`config.mk`:
```
export PLATFORM = sky130hd
export DESIGN_NAME = proc_multiciclo_param
export DESIGN_NICKNAME = d
export VERILOG_FILES = /design/src/rtl/proc_pkg.sv /design/src/rtl/proc_alu.sv /design/src/rtl/proc_multiciclo_param.sv
export SDC_FILE = /design/constraint.sdc
export NUM_CORES = 1
export LEC_CHECK = 0
export ABC_CLOCK_PERIOD_IN_PS = 14550
export BUFFER_PORTS_ARGS = -buffer_cell sky130_fd_sc_hd__buf_2
export CAP_MARGIN = 5
export CORE_MARGIN = 2
export CORE_UTILIZATION = 55
export DETAILED_ROUTE_END_ITERATION = 10
export GPL_TIMING_DRIVEN = 0
export PLACE_DENSITY_LB_ADDON = 0.3
export SLEW_MARGIN = 20
export SYNTH_ARGS = -nofsm -noshare
export SYNTH_HDL_FRONTEND = slang
export SYNTH_SLANG_ARGS = --single-unit
```
`constraint.sdc`:
```
create_clock -name clock -period 14.55 [get_ports clock]
set_clock_uncertainty 0.05 [all_clocks]
set_input_delay 2.91 -clock clock [delete_from_list [all_inputs] [get_ports clock]]
set_output_delay 2.91 -clock clock [all_outputs]
set_load 0.01 [all_outputs]
```
`src/rtl/proc_pkg.sv`:
```
// Shared definitions for the parametrised multicycle processor: opcodes,
// step encoding and a constant-evaluable ceil(log2) helper.
package proc_pkg;

    localparam logic [3:0] OP_MV   = 4'd0;
    localparam logic [3:0] OP_MVI  = 4'd1;
    localparam logic [3:0] OP_ADD  = 4'd2;
    localparam logic [3:0] OP_SUB  = 4'd3;
    localparam logic [3:0] OP_AND  = 4'd4;
    localparam logic [3:0] OP_OR   = 4'd5;
    localparam logic [3:0] OP_XOR  = 4'd6;
    localparam logic [3:0] OP_SLT  = 4'd7;
    localparam logic [3:0] OP_SLL  = 4'd8;
    localparam logic [3:0] OP_SRL  = 4'd9;
    localparam logic [3:0] OP_MVNZ = 4'd10;

    typedef enum logic [1:0] {
        T0 = 2'd0,
        T1 = 2'd1,
        T2 = 2'd2,
        T3 = 2'd3
    } step_t;

    function automatic int clog2(input int value);
        int r;
        r = 0;
        for (int i = 0; i < 31; i++) begin
            if ((1 << i) < value) r = i + 1;
        end
        return r;
    endfunction

endpackage

```
`src/rtl/proc_alu.sv`:
```
// Combinational ALU: arithmetic, logic, signed compare and logical shifts.
// carry is the add carry-out or the subtract borrow, zero for everything else.
module proc_alu
    import proc_pkg::*;
#(
    parameter int DATA_W = 16
) (
    input  logic [3:0]        op,
    input  logic [DATA_W-1:0] a,
    input  logic [DATA_W-1:0] b,
    output logic [DATA_W-1:0] result,
    output logic              carry
);

    localparam int SH_W = clog2(DATA_W);

    logic [DATA_W:0] sum;
    logic [DATA_W:0] diff;

    // The extra top bit of a widened subtraction is exactly the unsigned borrow.
    assign sum  = {1'b0, a} + {1'b0, b};
    assign diff = {1'b0, a} - {1'b0, b};

    always_comb begin
        result = '0;
        carry  = 1'b0;
        case (op)
            OP_ADD: {carry, result} = sum;
            OP_SUB: {carry, result} = diff;
            OP_AND: result = a & b;
            OP_OR:  result = a | b;
            OP_XOR: result = a ^ b;
            OP_SLT: result = {{(DATA_W-1){1'b0}}, ($signed(a) < $signed(b))};
            OP_SLL: result = a << b[SH_W-1:0];
            OP_SRL: result = a >> b[SH_W-1:0];
            default: ;
        endcase
    end

endmodule

```
`src/rtl/proc_multiciclo_param.sv`:
```
// Multicycle processor top: step FSM, register file, A/G registers, flags
// and the one-hot internal bus feeding the ALU and register writes.
module proc_multiciclo_param
    import proc_pkg::*;
#(
    parameter  int DATA_W = 16,
    parameter  int NREGS  = 8,
    localparam int RSEL_W = clog2(NREGS),
    localparam int IR_W   = 4 + 2 * RSEL_W
) (
    input  logic              clock,
    input  logic              resetn,
    input  logic              run,
    input  logic [DATA_W-1:0] din,
    output logic              done,
    output logic              busy,
    output logic [DATA_W-1:0] bus_out,
    output logic              zero,
    output logic              negative,
    output logic              carry,
    input  logic [RSEL_W-1:0] dbg_sel,
    output logic [DATA_W-1:0] dbg_reg
);

    step_t             step_reg, step_next;
    logic [IR_W-1:0]   ir_reg;
    logic [DATA_W-1:0] a_reg, g_reg;
    logic [DATA_W-1:0] regs [NREGS];
    logic [DATA_W-1:0] bus, alu_result;
    logic              alu_carry;

    logic [3:0]        op;
    logic [RSEL_W-1:0] rx, ry;
    logic              is_alu;
    logic              ir_load, a_load, g_load, reg_we;
    logic              sel_ry, sel_din, sel_g;

    assign op     = ir_reg[IR_W-1 -: 4];
    assign rx     = ir_reg[2*RSEL_W-1:RSEL_W];
    assign ry     = ir_reg[RSEL_W-1:0];
    assign is_alu = (op >= OP_ADD) && (op <= OP_SRL);

    always_ff @(posedge clock or negedge resetn) begin
        if (!resetn) step_reg <= T0;
        else         step_reg <= step_next;
    end

    always_comb begin
        step_next = T0;
        case (step_reg)
            T0: step_next = run ? T1 : T0;
            T1: step_next = is_alu ? T2 : T0;
            T2: step_next = T3;
            T3: step_next = T0;
            default: step_next = T0;
        endcase
    end

    always_comb begin
        done    = 1'b0;
        busy    = (step_reg != T0);
        ir_load = 1'b0;
        a_load  = 1'b0;
        g_load  = 1'b0;
        reg_we  = 1'b0;
        sel_ry  = 1'b0;
        sel_din = 1'b0;
        sel_g   = 1'b0;
        case (step_reg)
            T0: ir_load = run;
            T1: begin
                if (is_alu) begin
                    a_load = 1'b1;
                end else begin
                    done = 1'b1;
                    case (op)
                        OP_MV:   begin sel_ry  = 1'b1; reg_we = 1'b1;  end
                        OP_MVI:  begin sel_din = 1'b1; reg_we = 1'b1;  end
                        OP_MVNZ: begin sel_ry  = 1'b1; reg_we = !zero; end
                        default: ;
                    endcase
                end
            end
            T2: begin sel_ry = 1'b1; g_load = 1'b1; end
            T3: begin sel_g = 1'b1; reg_we = 1'b1; done = 1'b1; end
            default: ;
        endcase
    end

    assign bus = ({DATA_W{sel_ry}}  & regs[ry])
               | ({DATA_W{sel_din}} & din)
               | ({DATA_W{sel_g}}   & g_reg);
    assign bus_out = bus;

    // In T2 the bus carries Ry, so it doubles as the ALU's second operand.
    proc_alu #(.DATA_W(DATA_W)) u_alu (
        .op     (op),
        .a      (a_reg),
        .b      (bus),
        .result (alu_result),
        .carry  (alu_carry)
    );

    always_ff @(posedge clock or negedge resetn) begin
        if (!resetn) begin
            ir_reg   <= '0;
            a_reg    <= '0;
            g_reg    <= '0;
            zero     <= 1'b1;
            negative <= 1'b0;
            carry    <= 1'b0;
        end else begin
            if (ir_load) ir_reg <= din[IR_W-1:0];
            if (a_load)  a_reg  <= regs[rx];
            if (g_load) begin
                g_reg    <= alu_result;
                zero     <= (alu_result == '0);
                negative <= alu_result[DATA_W-1];
                carry    <= alu_carry;
            end
        end
    end

    always_ff @(posedge clock or negedge resetn) begin
        if (!resetn) begin
            for (int i = 0; i < NREGS; i++) regs[i] <= '0;
        end else if (reg_we) begin
            regs[rx] <= bus;
        end
    end

    assign dbg_reg = regs[dbg_sel];

endmodule

```
==> results.json <==
{
  "antenna_found_initial": 0,
  "finalInstanceArea_um2": 14800,
  "worstPathRequired_ps": 14880,
  "layout.cells.most_common": "dfrtp_1",
  "synthCells": 1463,
  "vdd_drop_max_uv": 114,
  "grt_pass1_wl_um": 81500,
  "grt_usage_pct": 42.6,
  "ys.flop_type": "dfrtp_1",
  "clkPwrFrac_pct": 11.7,
  "nets": 1620,
  "root_buffer": "clkbuf_16",
  "drc": 0,
  "post_cts_resized": 0,
  "min_from": "g_reg[14]",
  "dr.pass1.iters": 8,
  "synth_nets": 1544,
  "crit_start": "din[1]",
  "p_leak_nw": 6.03,
  "crit_type": "in2reg",
  "gr-total-overflow": 0,
  "dpl_cell_area_um2": 14200,
  "syn_avg_cell_area_um2": 9.19,
  "max_slew_margin_pct": 27.9,
  "ys_top_cells_by_area": "dfrtp_1 32%, mux4_2 13%, a21oi_1 5.4%",
  "row_count": 57,
  "insertion_delay_ps": 440,
  "async_flop_share_pct": 100,
  "dieArea_um2": 25700,
  "clock_sinks": 174,
  "core_area_um2": 24200,
  "hold_end": "g_reg[14]",
  "final_cell_mix": "173 x dfrtp_1, 147 x nor2_1, 146 x a21oi_1",
  "power_switching_mw": 2.22,
  "yosysUniqueCellTypes": 83,
  "ant_nets": 0,
  "crit_path_max_fanout": 12,
  "rsz0062_at_grt": "false",
  "final.setup.tns_ps": 0,
  "hpwl_um": 41700,
  "swShare_pct": 53.2,
  "wl_per_cell_um": 28.9,
  "diodes": 0,
  "start_util_pct": 55.6,
  "setup-violations-final": 0,
  "drive_gt1_share_pct": 15.7,
  "fillers": 2091,
  "max_cap_viol_count": 0,
  "die_w_um": 160,
  "ys_seq_elements": 174,
  "grt_start_max_net_pins": 97,
  "place.gp.congestion": 1.01,
  "finalWorstPathRequiredPeriod_ps": 8200,
  "cts_buffers": 17,
  "ys_warn_count": 0,
  "r2r_setup_slack_ps": 7300,
  "vias": 13300,
  "combPwrFrac_pct": 65.4,
  "synth_seq_area_share_pct": 32.4,
  "largest_reg_flops": 128,
  "die_y_um": 160,
  "cts_buffer_depth": 2,
  "hold_viol_final": 0,
  "power_density_nw_per_um2": 282,
  "num_io_pins": 59,
  "worstRegToRegCells": 22,
  "first_iter_violations": 1903,
  "hold_path_class": "reg2reg",
  "htree_levels": 4,
  "cts_tree": "yes",
  "synth_top_area_share_pct": 32.2,
  "cp.arrival_ps": 8530,
  "rr_startpoint": "step_reg[0]",
  "holdPathStages": 1,
  "crit_path_end_kind": "register",
  "outcome": "completed",
  "fmax_ghz": 0.122,
  "grt_pass1_vias": 12900,
  "holdBufCountCts": 0,
  "start_kind": "input pin",
  "r2r-end": "zero",
  "synthToLayoutAreaGrowth_pct": 10.1,
  "io_buffer_count": 56,
  "clkSlewWorstSetupHoldPaths_ps": 90,
  "synth_edf_count": 0,
  "viasPerCell": 7.10,
  "post_cts_buffers": 0,
  "power_frac_seq_pct": 22.9,
  "synth.largest_area_cell": "dfrtp_1",
  "min_period_over_period_pct": 56.4,
  "tightest_slew_ps": 1080,
  "slew_viol_final": 0,
  "syn_area_um2": 13400,
  "routed_wl_um": 54300,
  "power.internal_mw": 1.95
}
cells by family (layout without fill, tap and decap cells):
group / after synthesis / after routing / synth area share (%)
buffers and inverters: 187 / 276 / 5.54
DFF: 174 / 174 / 32.4
xor gates and xnor gates: 16 / 16 / 1.04
adders and majority gates: 59 / 59 / 5.60
and+or+nand+nor: 390 / 390 / 12.8
AOI/OAI and AO/OA: 475 / 475 / 23.0
muxes: 162 / 162 / 19.7
worst max path at each step:
| stage | end | slack [ps] | cells after the start |
|---|---|---|---|
| 2_1_floorplan | dbg_reg[0] | 7070 | 4 |
| 6_report | zero | 6350 | 19 |
| 5_1_grt | zero | 6150 | 19 |
| 3_5_place_dp | zero | 6150 | 19 |
| 4_1_cts | dbg_reg[15] | 6550 | 5 |
| 3_3_place_gp | zero | 5400 | 19 |
critical path, stage by stage:
cell and delay (ps):
buf_2 120, a32oi_1 260, o21ai_4 190, inv_2 110
clkbuf_1 440, clkbuf_1 550, clkbuf_1 640, ha_1 400
o21bai_1 280, nor2_1 110, o21ai_0 470, a41oi_1 420
o31ai_1 530, nand2b_1 170, a21oi_1 80, a221oi_1 310
a21oi_1 100, nor3_1 220, a31o_1 210
area by class of cell:
type                       count  area [µm²]  area share, %
clock buffer                  17         425           2.87
clock inverter                15         204           1.38
buffer                       134         546           3.68
sequential                   174        4360           29.4
timing repair buffer          57         318           2.15
tap                          324         405           2.74
multi-input combinational   1102        8360           56.4
inverter                      53         199           1.34
cell usage after synthesis (7+ instances only):
cell type / n
nand2_1: 137
a21oi_1: 146
a31oi_1: 13
nor2b_1: 10
o22ai_1: 12
o211ai_1: 18
nand3_1: 17
nor2_1: 147
and3_1: 10
buf_2: 10
mux2_2: 44
dfrtp_1: 173
nand2b_1: 9
a21o_1: 9
nor3_1: 21
inv_1: 49
xnor2_1: 12
a22o_1: 10
o21ai_0: 96
a211oi_1: 36
o31ai_1: 7
a222oi_1: 12
buf_1: 16
ha_1: 57
o22a_1: 8
clkbuf_1: 103
mux2i_1: 38
mux4_2: 76
a22oi_1: 24
a221o_1: 9
power by group through the flow:
stage / clock (mW) / sequential [mW] / combinational, mW
floorplan: 0 / 0.849 / 1.80
global placement: 0 / 0.923 / 2.59
detailed placement: 0 / 0.942 / 2.61
CTS: 0.484 / 0.936 / 2.62
global route: 0.504 / 0.971 / 2.88
finish: 0.486 / 0.956 / 2.73
per-layer routing:
layer | share of wire [%] | track usage (%) | vias to the layer above
li1 | - | - | 5604
met1 | 37 | 53.8 | 6466
met2 | 47 | 70.1 | 994
met3 | 8.9 | 6.46 | 249
met4 | 6.8 | 24.9 | 0
met5 | 0 | 0 | -
through the flow:
| stage | setup slack [ps] | utilization (%) | std cells | total power, mW | hold slack [ps] |
|---|---|---|---|---|---|
| after floorplan | 7070 | - | 1463 | 2.65 | 401 |
| after global placement | 5400 | 58.5 | 1843 | 3.51 | 416 |
| after detailed placement | 6150 | 58.7 | 1844 | 3.55 | 421 |
| after CTS | 6550 | 61.3 | 1876 | 4.04 | 438 |
| after global routing | 6150 | 61.3 | 1876 | 4.36 | 468 |
| final | 6350 | 61.3 | 1876 | 4.17 | 441 |
Power figures use the tool's default switching activity.
